**src/rtl/sys_bus_arbiter_pkg.sv**
```systemverilog
// sys_bus_arbiter_pkg: shared widths and one-hot transfer phase codes for the bus arbiter.
package sys_bus_arbiter_pkg;
    localparam int ADDR_WIDTH_DEF = 8;
    localparam int DATA_WIDTH_DEF = 32;
    typedef enum logic [3:0] {
        S_IDLE = 4'b0001,
        S_ALEN = 4'b0010,
        S_XFER = 4'b0100,
        S_COMP = 4'b1000
    } state_t;
endpackage

```
**src/rtl/sys_bus_arbiter_rr_arbiter.sv**
```systemverilog
// rr_arbiter: combinational round-robin pick, first requester at or after the pointer.
module rr_arbiter #(
    parameter int NUM_REQ = 4,
    parameter int PW      = $clog2(NUM_REQ)
) (
    input  logic [NUM_REQ-1:0] i_req,
    input  logic [PW-1:0]      i_ptr,
    output logic [NUM_REQ-1:0] o_gnt,
    output logic [PW-1:0]      o_idx
);
    logic [PW-1:0] w_cand;
    // Scan from the farthest slot back to the pointer so the nearest requester wins.
    always_comb begin
        o_gnt  = '0;
        o_idx  = '0;
        w_cand = '0;
        for (int k = NUM_REQ - 1; k >= 0; k--) begin
            w_cand = PW'((int'(i_ptr) + k) % NUM_REQ);
            if (i_req[w_cand]) begin
                o_idx = w_cand;
                o_gnt = '0;
                o_gnt[w_cand] = 1'b1;
            end
        end
    end
endmodule

```
**src/rtl/sys_bus_arbiter.sv**
```systemverilog
// sys_bus_arbiter: round-robin sharing of a single-port memory between NUM_REQ masters,
// each transfer sequenced through address-latch, transfer and complete phases.
module sys_bus_arbiter
    import sys_bus_arbiter_pkg::*;
#(
    parameter int NUM_REQ    = 4,
    parameter int ADDR_WIDTH = ADDR_WIDTH_DEF,
    parameter int DATA_WIDTH = DATA_WIDTH_DEF,
    parameter int RD_LAT     = 1
) (
    input  logic                          i_clk,
    input  logic                          i_rst_n,
    input  logic [NUM_REQ-1:0]            i_req,
    input  logic [NUM_REQ-1:0]            i_req_we,
    input  logic [NUM_REQ*ADDR_WIDTH-1:0] i_req_addr,
    input  logic [NUM_REQ*DATA_WIDTH-1:0] i_req_wdata,
    output logic [NUM_REQ-1:0]            o_gnt,
    output logic [NUM_REQ-1:0]            o_done,
    output logic [DATA_WIDTH-1:0]         o_rdata,
    output logic                          o_bus_ready,
    output logic [ADDR_WIDTH-1:0]         o_mem_addr,
    output logic                          o_mem_write_en,
    output logic                          o_mem_read_en,
    output logic [DATA_WIDTH-1:0]         o_mem_write_in,
    input  logic [DATA_WIDTH-1:0]         i_mem_read_out
);
    localparam int PW = $clog2(NUM_REQ);
    localparam int CW = $clog2(RD_LAT) + 1;

    state_t                r_state, w_next;
    logic [PW-1:0]         r_ptr, r_oidx, w_idx, w_ptr_inc, w_arb_ptr;
    logic [NUM_REQ-1:0]    w_own, w_arb_req, w_arb_gnt;
    logic                  r_we;
    logic [ADDR_WIDTH-1:0] r_addr;
    logic [DATA_WIDTH-1:0] r_wdata, r_rdata;
    logic [CW-1:0]         r_cnt;
    logic                  w_idle, w_xfer, w_comp, w_xfer_end;

    assign w_idle     = r_state == S_IDLE;
    assign w_xfer     = r_state == S_XFER;
    assign w_comp     = r_state == S_COMP;
    assign w_own      = NUM_REQ'(1) << r_oidx;
    assign w_ptr_inc  = (r_oidx == PW'(NUM_REQ - 1)) ? '0 : r_oidx + PW'(1);
    assign w_xfer_end = r_we || r_cnt == CW'(RD_LAT - 1);
    // In COMP the owner's still-high request is masked and arbitration already uses the
    // advanced pointer, so the next grant follows with no idle bubble.
    assign w_arb_req  = w_comp ? i_req & ~w_own : i_req;
    assign w_arb_ptr  = w_comp ? w_ptr_inc : r_ptr;

    rr_arbiter #(.NUM_REQ(NUM_REQ), .PW(PW)) u_rr (
        .i_req (w_arb_req),
        .i_ptr (w_arb_ptr),
        .o_gnt (w_arb_gnt),
        .o_idx (w_idx)
    );

    always_ff @(posedge i_clk or negedge i_rst_n) begin
        if (!i_rst_n) r_state <= S_IDLE;
        else          r_state <= w_next;
    end

    always_comb begin
        w_next = r_state;
        case (r_state)
            S_IDLE, S_COMP: w_next = |w_arb_gnt ? S_ALEN : S_IDLE;
            S_ALEN:         w_next = S_XFER;
            S_XFER:         w_next = w_xfer_end ? S_COMP : S_XFER;
            default:        w_next = S_IDLE;
        endcase
    end

    always_ff @(posedge i_clk or negedge i_rst_n) begin
        if (!i_rst_n) begin
            r_ptr   <= '0;
            r_oidx  <= '0;
            r_we    <= 1'b0;
            r_addr  <= '0;
            r_wdata <= '0;
            r_rdata <= '0;
            r_cnt   <= '0;
        end else begin
            if (w_next == S_ALEN) begin
                r_oidx  <= w_idx;
                r_we    <= i_req_we[w_idx];
                r_addr  <= i_req_addr[w_idx*ADDR_WIDTH +: ADDR_WIDTH];
                r_wdata <= i_req_wdata[w_idx*DATA_WIDTH +: DATA_WIDTH];
            end
            if (w_comp) r_ptr <= w_ptr_inc;
            if (w_comp && !r_we) r_rdata <= i_mem_read_out;
            r_cnt <= (w_xfer && !w_xfer_end) ? r_cnt + CW'(1) : '0;
        end
    end

    assign o_gnt          = w_idle ? '0 : w_own;
    assign o_done         = w_comp ? w_own : '0;
    assign o_bus_ready    = w_idle;
    assign o_mem_addr     = w_idle ? '0 : r_addr;
    assign o_mem_write_in = w_idle ? '0 : r_wdata;
    assign o_mem_write_en = w_xfer && r_we;
    assign o_mem_read_en  = w_xfer && !r_we;
    // Read data becomes valid from memory during COMP; pass it through, then hold it.
    assign o_rdata        = (w_comp && !r_we) ? i_mem_read_out : r_rdata;
endmodule

```
**config.mk**
```make
export PLATFORM = sky130hd
export DESIGN_NAME = sys_bus_arbiter
export DESIGN_NICKNAME = d
export VERILOG_FILES = /design/src/rtl/sys_bus_arbiter_pkg.sv /design/src/rtl/sys_bus_arbiter_rr_arbiter.sv /design/src/rtl/sys_bus_arbiter.sv
export SDC_FILE = /design/constraint.sdc
export NUM_CORES = 1
export LEC_CHECK = 0
export ABC_AREA = 1
export CAP_MARGIN = 25
export CORE_MARGIN = 1.5
export CORE_UTILIZATION = 38
export CTS_BUF_LIST = sky130_fd_sc_hd__clkbuf_16
export CTS_CLUSTER_SIZE = 24
export DETAILED_ROUTE_END_ITERATION = 6
export PLACE_DENSITY_LB_ADDON = 0.3
export SLEW_MARGIN = 5
export SYNTH_ARGS = -nofsm -noshare
export SYNTH_HDL_FRONTEND = slang
export SYNTH_SLANG_ARGS = --single-unit
export TNS_END_PERCENT = 1
```
**constraint.sdc**
```tcl
create_clock -name i_clk -period 2.5 [get_ports i_clk]
set_input_delay 0.25 -clock i_clk [delete_from_list [all_inputs] [get_ports i_clk]]
set_output_delay 0.25 -clock i_clk [all_outputs]
set_load 0.005 [all_outputs]
```
# After elaboration in Yosys (flattened, before gate mapping)
# Cells that the tools add are included.
[op_classes]
n_reduce_logical = 13
shifts = 3
bitwise_logic = 3
n_addsub = 5
n_lt_le_gt_ge = 9
n_eq_ne = 6
mux = 38
[op_table]
columns = ["operator", "count"]
rows = [
  ["$shiftx A128 B8 Y32", 1],
  ["$mux W32", 2],
  ["$mux W4", 8],
  ["$shiftx A32 B6 Y8", 1],
  ["$lt A2 B3 Y1 const B", 5],
  ["$mux W2", 7],
  ["$pmux W4 S3", 1],
  ["$bmux W1 S2", 5],
  ["$mux W1", 10],
  ["$demux W1 S2", 4],
  ["$eq A4 B2 Y1 const B", 2],
  ["$ge A2 B1 Y1 const B", 4],
  ["$logic_and A1 B1 Y1", 8],
  ["$mux W8", 1],
  ["$add A2 B1 Y2 const B", 2],
  ["$add A2 B2 Y2 const B", 2],
  ["$and A4 B4 Y4", 1],
  ["$eq A4 B1 Y1 const B", 1],
  ["$eq A4 B3 Y1 const B", 1],
  ["$eq A4 B4 Y1 const B", 1],
  ["$not A4 Y4", 1],
  ["$reduce_or A4 Y1", 1],
  ["$shl A1 B2 Y4 const A", 1],
  ["$eq A2 B2 Y1 const B", 1],
  ["other kinds (5)", 6],
]
[totals]
ff_bits = 82
out_inout_bits = 83
in_bits = 202
wordCells = 85

# Logic depth before layout (Yosys ltp)
# Gate-level depths: netlist of the first run.
[depth]
ltp_word = 16
depth_mapped = 21

# Cells and area by module
# A second synthesis of the first run with hierarchy kept.
[hier_totals]
hier_cells = 1034
hier_area_um2 = 6152.2
[by_module_without_submodules]
columns = ["mod", "instances", "cells_per_inst", "area_each_um2", "seq_area_each_um2"]
rows = [
  ["sys_bus_arbiter", 1, 952, 5694.2, 2053.2],
  ["rr_arbiter", 1, 82, 457.9, 0.0],
]

# Least setup slack after synthesis of the first run
# Ideal clock, no wire load.
[synth_timing]
path_kind = "register -> register"
startpoint = "reg r_oidx[0]"
endpoint = "reg r_wdata[2]"
path_slack_ps = -1
stages_incl_launch_ff = 18
arrival_ps = 2385
t_required_ps = 2383
path_buffers = 2
setup_ps = 117
cell_sequence = "dfrtp_1 inv_1 ha_1 nand2_1 nand2_1 ha_1 inv_1 nand3_1 nand2_2 inv_2 o21ai_2 buf_2 buf_2 nand3_1 nand3_1 nand2_1 nand2_1 nand2_1"
[synth_via]
elab_chain_cells = 16
[synth_rtl]
columns = ["element", "line", "source"]
rows = [
  ["start: declaration", "sys_bus_arbiter.sv:31", "logic [PW-1:0] r_ptr, r_oidx, w_idx, w_ptr_inc, w_arb_ptr;"],
  ["start signal: assignment", "sys_bus_arbiter.sv:83", "r_oidx <= w_idx;"],
  ["$add A2 B1 Y2 / $eq A2 B2 Y1 (equally long branches)", "sys_bus_arbiter.sv:43", "assign w_ptr_inc = (r_oidx == PW'(NUM_REQ - 1)) ? '0 : r_oidx + PW'(1);"],
  ["$mux W2 *", "sys_bus_arbiter.sv:43", ""],
  ["$mux W2 *", "--", ""],
  ["via u_rr.i_ptr[1]", "sys_bus_arbiter_rr_arbiter.sv:7", "input logic [PW-1:0] i_ptr,"],
  ["$add A2 B2 Y2", "sys_bus_arbiter_rr_arbiter.sv:18", "w_cand = PW'((int'(i_ptr) + k) % NUM_REQ);"],
  ["$lt A2 B3 Y1 (implied by the code) / $ge A2 B1 Y1 (equally long branches)", "sys_bus_arbiter_rr_arbiter.sv:22", "o_gnt[w_cand] = 1'b1;"],
  ["$logic_and A1 B1 Y1 (implied by the code)", "sys_bus_arbiter_rr_arbiter.sv:22", ""],
  ["$mux W1 (implied by the code)", "sys_bus_arbiter_rr_arbiter.sv:22", ""],
  ["$demux W1 S2", "--", ""],
  ["$mux W4 (4 in a row)", "sys_bus_arbiter_rr_arbiter.sv:19", "if (i_req[w_cand]) begin"],
  ["$reduce_or A4 Y1", "sys_bus_arbiter.sv:65", "S_IDLE, S_COMP: w_next = |w_arb_gnt ? S_ALEN : S_IDLE;"],
  ["$mux W2", "sys_bus_arbiter.sv:65", ""],
  ["$pmux W4 S3", "sys_bus_arbiter.sv:64", "case (r_state)"],
  ["$eq A4 B2 Y1", "sys_bus_arbiter.sv:82", "if (w_next == S_ALEN) begin"],
  ["end signal: assignment", "sys_bus_arbiter.sv:86", "r_wdata <= i_req_wdata[w_idx*DATA_WIDTH +: DATA_WIDTH];"],
  ["end: declaration", "sys_bus_arbiter.sv:35", "logic [DATA_WIDTH-1:0] r_wdata, r_rdata;"],
]
# Mark *: on every way through the listed nets, which the timed path passes. The rest lies on a longest branch. The select of a mux whose other input is x is not followed.
# A chain may end at the register's enable or synchronous reset.

# Final worst setup path of the first run
[layout_timing]
startpoint = "reg r_oidx[0]"
endpoint = "reg r_wdata[6]"
[layout_via]
elab_chain_cells = 16
[layout_rtl]
columns = ["element", "line"]
rows = [
  ["$add A2 B1 Y2 / $eq A2 B2 Y1 (equally long branches)", "sys_bus_arbiter.sv:43"],
  ["$mux W2", "sys_bus_arbiter.sv:43"],
  ["$mux W2", "--"],
  ["$add A2 B2 Y2", "sys_bus_arbiter_rr_arbiter.sv:18"],
  ["$lt A2 B3 Y1 (implied by the code) / $ge A2 B1 Y1 (equally long branches)", "sys_bus_arbiter_rr_arbiter.sv:22"],
  ["$logic_and A1 B1 Y1 (implied by the code)", "sys_bus_arbiter_rr_arbiter.sv:22"],
  ["$mux W1 (implied by the code)", "sys_bus_arbiter_rr_arbiter.sv:22"],
  ["$demux W1 S2", "--"],
  ["$mux W4 (4 in a row)", "sys_bus_arbiter_rr_arbiter.sv:19"],
  ["$reduce_or A4 Y1", "sys_bus_arbiter.sv:65"],
  ["$mux W2", "sys_bus_arbiter.sv:65"],
  ["$pmux W4 S3", "sys_bus_arbiter.sv:64"],
  ["$eq A4 B2 Y1", "sys_bus_arbiter.sv:82"],
]
# Several ways; a longest one is shown, not always the timed one. The select of a mux whose other input is x is not followed.

==> impl_metrics.tcl, run 1 <==
set metrics [dict create \
    fp-row-count 46 \
    fin_cells 1489 \
    max_cap_viol_count 0 \
    clock_path_buffers 2 \
    synth_seq_area_share_pct 33.5 \
    violations "negative setup slack" \
    place_hpwl_mm 15.2 \
    fin_nets 1481 \
    synth.distinct_cells 27 \
    fin_ws_ns -0.0699 \
    layout_common_cells "280 x nand2_1, 251 x clkdlybuf4s50_1, 222 x inv_1" \
    vias_per_cell 4.64 \
    final_common_cell "nand2_1" \
    grt_pass1_vias 6694 \
    final.min_clock_period_ns 2.57 \
    drtIter0Drc 355 \
    clkTransAtPathRegs_ns 0.06 \
    wl_mm 21.2 \
    grt_use_total_pct 25.2 \
    crit_required_ns 2.78 \
    p_clk_share_pct 10.1 \
    worstMarginPinSlew_ns 0.566 \
    p_sw_share_pct 46.2 \
    cp_slowest_stage_delay_ns 0.41 \
    wl_met1_mm 8.21 \
    gp_congestion 0.926 \
    register_area_mm2 0.00205 \
    vias 6910 \
    status "finished with violations" \
    syn-num-nets 1178 \
    cp-start-kind "register" \
    min_period_over_period_pct 103 \
    clockRootBuffer "clkbuf_16" \
    arrival_ns 2.85 \
    fill_cells 1440 \
    synth_seq_cells 82 \
    combPwrFrac_pct 73.4 \
    rsz0062_at_grt "true" \
    crit_buf_inv 5 \
    dp.cells 1455 \
    critPathSlowestCell "dfrtp_1" \
    dr.pass1.iters 5 \
    grt_max_degree 43 \
    numCtsBuffers 9 \
    grt_pass1_wl_mm 33.0 \
    slew_viol_final 0 \
    layout-drive-gt1-share_pct 12.0 \
    setup_viol 43 \
    routed-wl-met2_mm 10.3 \
    drtAntennaViolNets 0 \
    die_x_um 130 \
    fin_skew_ns 0.00438 \
    syn_area_mm2 0.00613 \
    cp_common_cell "nand2_1" \
    wl_met3_mm 1.86 \
    leakage_nw 5.53 \
    grt_remaining_overflow 0 \
    relSlewSlack_pct 62.3 \
    synthCells 964 \
    p_sw_mw 6.56 \
    grt_antenna_before_repair 1 \
    synth-warning-count 0 \
    critical_path.top_delay_family "simple AND/OR/NAND/NOR gates" \
    h-tree-depth 3 \
    cp_cell_sequence "ha_2, nor2_1, nand3_1, nand2_2, buf_4, buf_4, buf_4, ha_1, inv_2, nand2_1, a21oi_1, nand2_1, a21oi_4, nand2_2, nand2_4, buf_12, nand2_1, nand2_1" \
    drc_errors 0 \
    critPathKind "reg2reg" \
    critical_path.max_fanout 19 \
    wire_per_inst_um 14.2 \
    powerDensity_mw_per_mm2 1390 \
    area_growth_pct 66.3 \
    syn_avg_cell_area_um2 6.36 \
    p_seq_share_pct 16.5 \
    worst_skew_pair.late_latency_ns 0.35 \
    dpl_worst_slack_ns -0.0694 \
    hp-class "in2async" \
    cts_tree "done" \
    fp.dieH_um 130 \
    multi_input_area_mm2 0.00308 \
    dieArea_mm2 0.0169 \
    clock-sinks 82 \
    finalPower_mw 14.2 \
    max-vdd-ir-drop_mv 0.857 \
    core_mm2 0.0158 \
    port_buffers 284 \
    ioPinCount 285 \
    internal-power_mw 7.66 \
    initial_core_util_pct 38.7 \
    max_freq_ghz 0.389 \
    routed.top_layer "met4" \
    finalHoldViolCount 0 \
    critPathCaptureType "register" \
    tns_ns -2.10 \
]
## cells by family (layout without fill, tap and decap cells)
logic type / Yosys count / after routing / share of synthesized area [%]
AO/OA/AOI/OAI: 12 / 12 / 1.39
adder cells (fa/ha/maj): 12 / 12 / 2.45
buffers and inverters: 282 / 590 / 18.2
flip-flops: 82 / 82 / 33.5
multiplexers: 32 / 32 / 5.88
other: 1 / 2 / 0.0612
AND/OR/NAND/NOR: 543 / 543 / 38.5
## worst register-to-register path, delay by kind of cell (launching register included)
family	cells	cell delay, ns
AND/OR/NAND/NOR	9	0.71
buffers and inverters	5	0.61
adder cells (fa/ha/maj)	2	0.43
flip-flops	1	0.41
AO/OA/AOI/OAI	2	0.34
## stage by stage
step                      instance area [um2]  hold slack, ns  utilization (%)
final                                   10200           0.440             64.4
after global placement                   9500           0.279             60.0
after global routing                    10200           0.457             64.4
after detailed placement                 9500           0.284             60.0
after CTS                               10100           0.453             63.9
after floorplan                          6130         -0.0456                -
## final cells by class
class,instances,area share [%]
Multi-Input combinational cell,600,30.2
Clock buffer,9,2.21
Sequential cell,82,20.1
Timing Repair Buffer,342,35.3
Antenna cell,1,0.0245
Tap cell,216,2.65
Clock inverter,7,0.908
Inverter,232,8.54
## synthesized netlist by cell type, drive strengths merged
cell	n	share of area, %
ha	12	2.4
dfstp	1	0.43
clkbuf	9	0.55
nor2	55	3.8
nand3	186	15
buf	41	3.5
a21oi	8	0.90
a21boi	1	0.12
inv	232	14
o21ai	3	0.37
mux2	32	5.9
nor4	1	0.20
dfrtp	81	33
or2	1	0.10
conb	1	0.061
nand2	300	19
## registers in the layout (all words and copies together), names as in the netlist
register and flops:
r_cnt 1, r_addr 8, r_we 1, r_rdata 32, r_wdata 32, r_oidx 2, r_ptr 2, r_state 4
## per-layer routing
| layer | vias to the layer above | GRT usage [%] |
|---|---|---|
| met2 | 309 | 44.5 |
| li1 | 3471 | - |
| met1 | 3079 | 28.2 |
| met4 | 0 | 12.1 |
| met3 | 51 | 6.56 |
| met5 | - | 0 |
## worst paths after layout
kind | to | slack, ns | cells after the start | startpoint
max in group asynchronous | r_state[0]$_DFF_PN1_ | 1.39 | 3 | i_rst_n
setup / recovery | r_wdata[6]$_DFFE_PN0N_ | -0.07 | 18 | r_oidx[0]$_DFFE_PN0N_
hold / removal | r_rdata[12]$_DFF_PN0_ | 0.44 | 2 | i_rst_n
setup reg to reg | r_wdata[6]$_DFFE_PN0N_ | -0.07 | 18 | r_oidx[0]$_DFFE_PN0N_
hold reg to reg | r_state[3]$_DFF_PN0_ | 0.45 | 1 | r_cnt$_DFF_PN0_
min in group i_clk | r_state[3]$_DFF_PN0_ | 0.45 | 1 | r_cnt$_DFF_PN0_
## repair_timing
| action | 4_1_cts | 5_1_grt |
|---|---|---|
| hold buffers | 1 | 0 |
| setup endpoints to repair | 75 | 75 |
| pin swaps | 5 | 9 |
| cloned | 6 | 0 |
| gates resized for setup | 52 | 15 |
| buffers inserted | 7 | 3 |
| endpoints found under the hold margin | 41 | 0 |
## power by group through the flow
stage	Sequential (mW)	Combinational [mW]	Clock, mW
3_3_place_gp	2.33	9.70	0
2_1_floorplan	2.27	5.86	0
5_1_grt	2.41	11.6	1.53
4_1_cts	2.34	10.3	1.46
6_report	2.34	10.4	1.44
3_5_place_dp	2.35	9.85	0
Power figures use the tool's default switching activity.
==> run 2, diff against run 1 <==
--- a/config.mk
+++ b/config.mk
@@ -6,12 +6,12 @@
 export NUM_CORES = 1
 export LEC_CHECK = 0
 export ABC_AREA = 1
-export CAP_MARGIN = 25
 export CORE_MARGIN = 1.5
 export CORE_UTILIZATION = 38
 export CTS_BUF_LIST = sky130_fd_sc_hd__clkbuf_16
 export CTS_CLUSTER_SIZE = 24
 export DETAILED_ROUTE_END_ITERATION = 6
+export HOLD_SLACK_MARGIN = 0.02
 export PLACE_DENSITY_LB_ADDON = 0.3
 export SLEW_MARGIN = 5
 export SYNTH_ARGS = -nofsm -noshare
==> results of run 2 <==
No change in the layout: final DEF, timing and power equal those of run 1.
==> run 3, diff against run 2 <==
--- a/config.mk
+++ b/config.mk
@@ -6,6 +6,7 @@
 export NUM_CORES = 1
 export LEC_CHECK = 0
 export ABC_AREA = 1
+export CORE_ASPECT_RATIO = 1.2
 export CORE_MARGIN = 1.5
 export CORE_UTILIZATION = 38
 export CTS_BUF_LIST = sky130_fd_sc_hd__clkbuf_16
==> run 3 against run 2 <==
Net effect:
- the flow still finishes with violations (negative setup slack)
- hold slack worse by 0.030 ns
- flip-flop and latch count stayed put
- via count is 0.69% higher
- non-clock buffer count is 14 higher
- fmax is 2.0% lower
- global-route usage is 2.4 points lower
- wire length is 0.96% higher
- critical path depth is 1 lower
- clock skew is 0.0033 ns higher
- clock power is 5% lower
- total power is 6.3% higher
- core utilization is 2.5 points higher
==> impl_metrics.tcl, run 3 (synthesis gave the netlist of run 1 again) <==
set metrics [dict create \
    critPathCaptureType "register" \
    max_cap_viol_count 0 \
    die_x_um 119 \
    finalHoldViolCount 0 \
    arrival_ns 2.85 \
    critical_path.max_fanout 7 \
    grt_use_total_pct 22.8 \
    grt_remaining_overflow 0 \
    ioPinCount 285 \
    place_hpwl_mm 15.0 \
    wire_per_inst_um 14.3 \
    whs_ns 0.410 \
    vias 6958 \
    fin_ws_ns -0.122 \
    initial_core_util_pct 39.0 \
    multi_input_area_mm2 0.00320 \
    max-vdd-ir-drop_mv 1.03 \
    layout_common_cells "264 x nand2_1, 251 x clkdlybuf4s50_1, 220 x inv_1" \
    numCtsBuffers 9 \
    grt_antenna_before_repair 0 \
    max_freq_ghz 0.381 \
    min_period_over_period_pct 105 \
    gp_congestion 0.887 \
    vias_per_cell 4.66 \
    cts_tree "done" \
    port_buffers 284 \
    crit_required_ns 2.73 \
    n_antenna_cell 0 \
    fin_nets 1495 \
    setup_viol 45 \
    rsz0062_at_grt "true" \
    hp-class "in2async" \
    drtAntennaViolNets 0 \
    dpl_worst_slack_ns -0.0832 \
    powerDensity_mw_per_mm2 1440 \
    cp-start-kind "register" \
    fp.dieH_um 142 \
    dr.pass1.iters 5 \
    grt_max_degree 43 \
    register_area_mm2 0.00205 \
    status "finished with violations" \
    violations "negative setup slack" \
    leakage_nw 5.76 \
    fp-row-count 50 \
    tns_ns -4.27 \
    slew_viol_final 0 \
    reg_top3 "r_rdata x32, r_wdata x32, r_addr x8" \
    drc_errors 0 \
    core_mm2 0.0157 \
    clock_path_buffers 2 \
    layout-drive-gt1-share_pct 15.7 \
    clkTransAtPathRegs_ns 0.06 \
    critPathKind "reg2reg" \
    h-tree-depth 3 \
    grt_pass1_wl_mm 31.0 \
    wl_mm 21.4 \
    fill_cells 1380 \
    grt_pass1_vias 6317 \
    area_growth_pct 71.5 \
    final_common_cell "nand2_1" \
    fin_skew_ns 0.00766 \
    worst_skew_pair.late_latency_ns 0.34 \
    dieArea_mm2 0.0169 \
    clock-sinks 82 \
    final.min_clock_period_ns 2.62 \
    drtIter0Drc 315 \
    clockRootBuffer "clkbuf_16" \
]
-- run 3: path summary, 6_finish.rpt --
kind                                  startpoint                      end  slack [ns]  cells past startpoint
hold / removal                           i_rst_n    r_rdata[10]$_DFF_PN0_        0.41                      2
max in group asynchronous                i_rst_n  r_wdata[18]$_DFFE_PN0N_        1.46                      3
hold reg to reg                  r_cnt$_DFF_PN0_     r_state[3]$_DFF_PN0_        0.44                      1
min in group i_clk               r_cnt$_DFF_PN0_     r_state[3]$_DFF_PN0_        0.44                      1
setup reg to reg           r_oidx[0]$_DFFE_PN0N_   r_wdata[6]$_DFFE_PN0N_       -0.12                     17
setup / recovery           r_oidx[0]$_DFFE_PN0N_   r_wdata[6]$_DFFE_PN0N_       -0.12                     17
-- run 3: metrics by stage --
step                instances  util (%)  power [mW]  instance area (um2)
floorplan                 964         -        8.12                 6130
global placement         1455      60.7        12.1                 9530
detailed placement       1455      60.7        12.2                 9530
CTS                      1473      63.2        13.7                 9930
global route             1494      67.0        16.4                10500
finish                   1494      67.0        15.1                10500
-- run 3: metal layers --
metal / share of wire (%) / up-vias / GRT usage [%]
met4: 2.4 / 0 / 8.56
met5: 0 / - / 0
met3: 6.8 / 33 / 4.09
met1: 37 / 3126 / 26.1
li1: - / 3502 / -
met2: 54 / 297 / 42.3
-- run 3: layout make-up --
class	count	area share, %
sequential	82	19.5
clock buffer	9	2.14
tap	208	2.48
inverter	232	8.28
clock inverter	7	0.833
timing repair buffer	356	36.3
multi-input combinational	600	30.5
-- run 3: power by group --
part,internal [mW],switching [mW]
logic,5.34,6.06
registers,2.04,0.302
clock network,0.791,0.583
-- run 3: what timing repair did --
action | 4_1_cts | 5_1_grt
cloned | 1 | 11
endpoints found under the hold margin | 32 | 0
setup buffers | 0 | 10
hold buffers | 1 | 0
pin swaps | 2 | 37
endpoints found under the setup margin | 75 | 61
gates resized for setup | 31 | 71
-- run 3: critical path, cell delays in order (launching register included) --
cell     delay [ns]
dfrtp_1        0.42
ha_2           0.23
buf_4          0.14
inv_1          0.07
nand2_1        0.07
nand3_2        0.09
nand2_4        0.09
ha_2           0.18
or2_2          0.28
nand3_1        0.09
nand2_1        0.08
a21oi_2        0.16
buf_4          0.13
a21oi_4        0.05
buf_12         0.15
buf_4          0.15
nand2_1        0.08
nand2_1        0.05
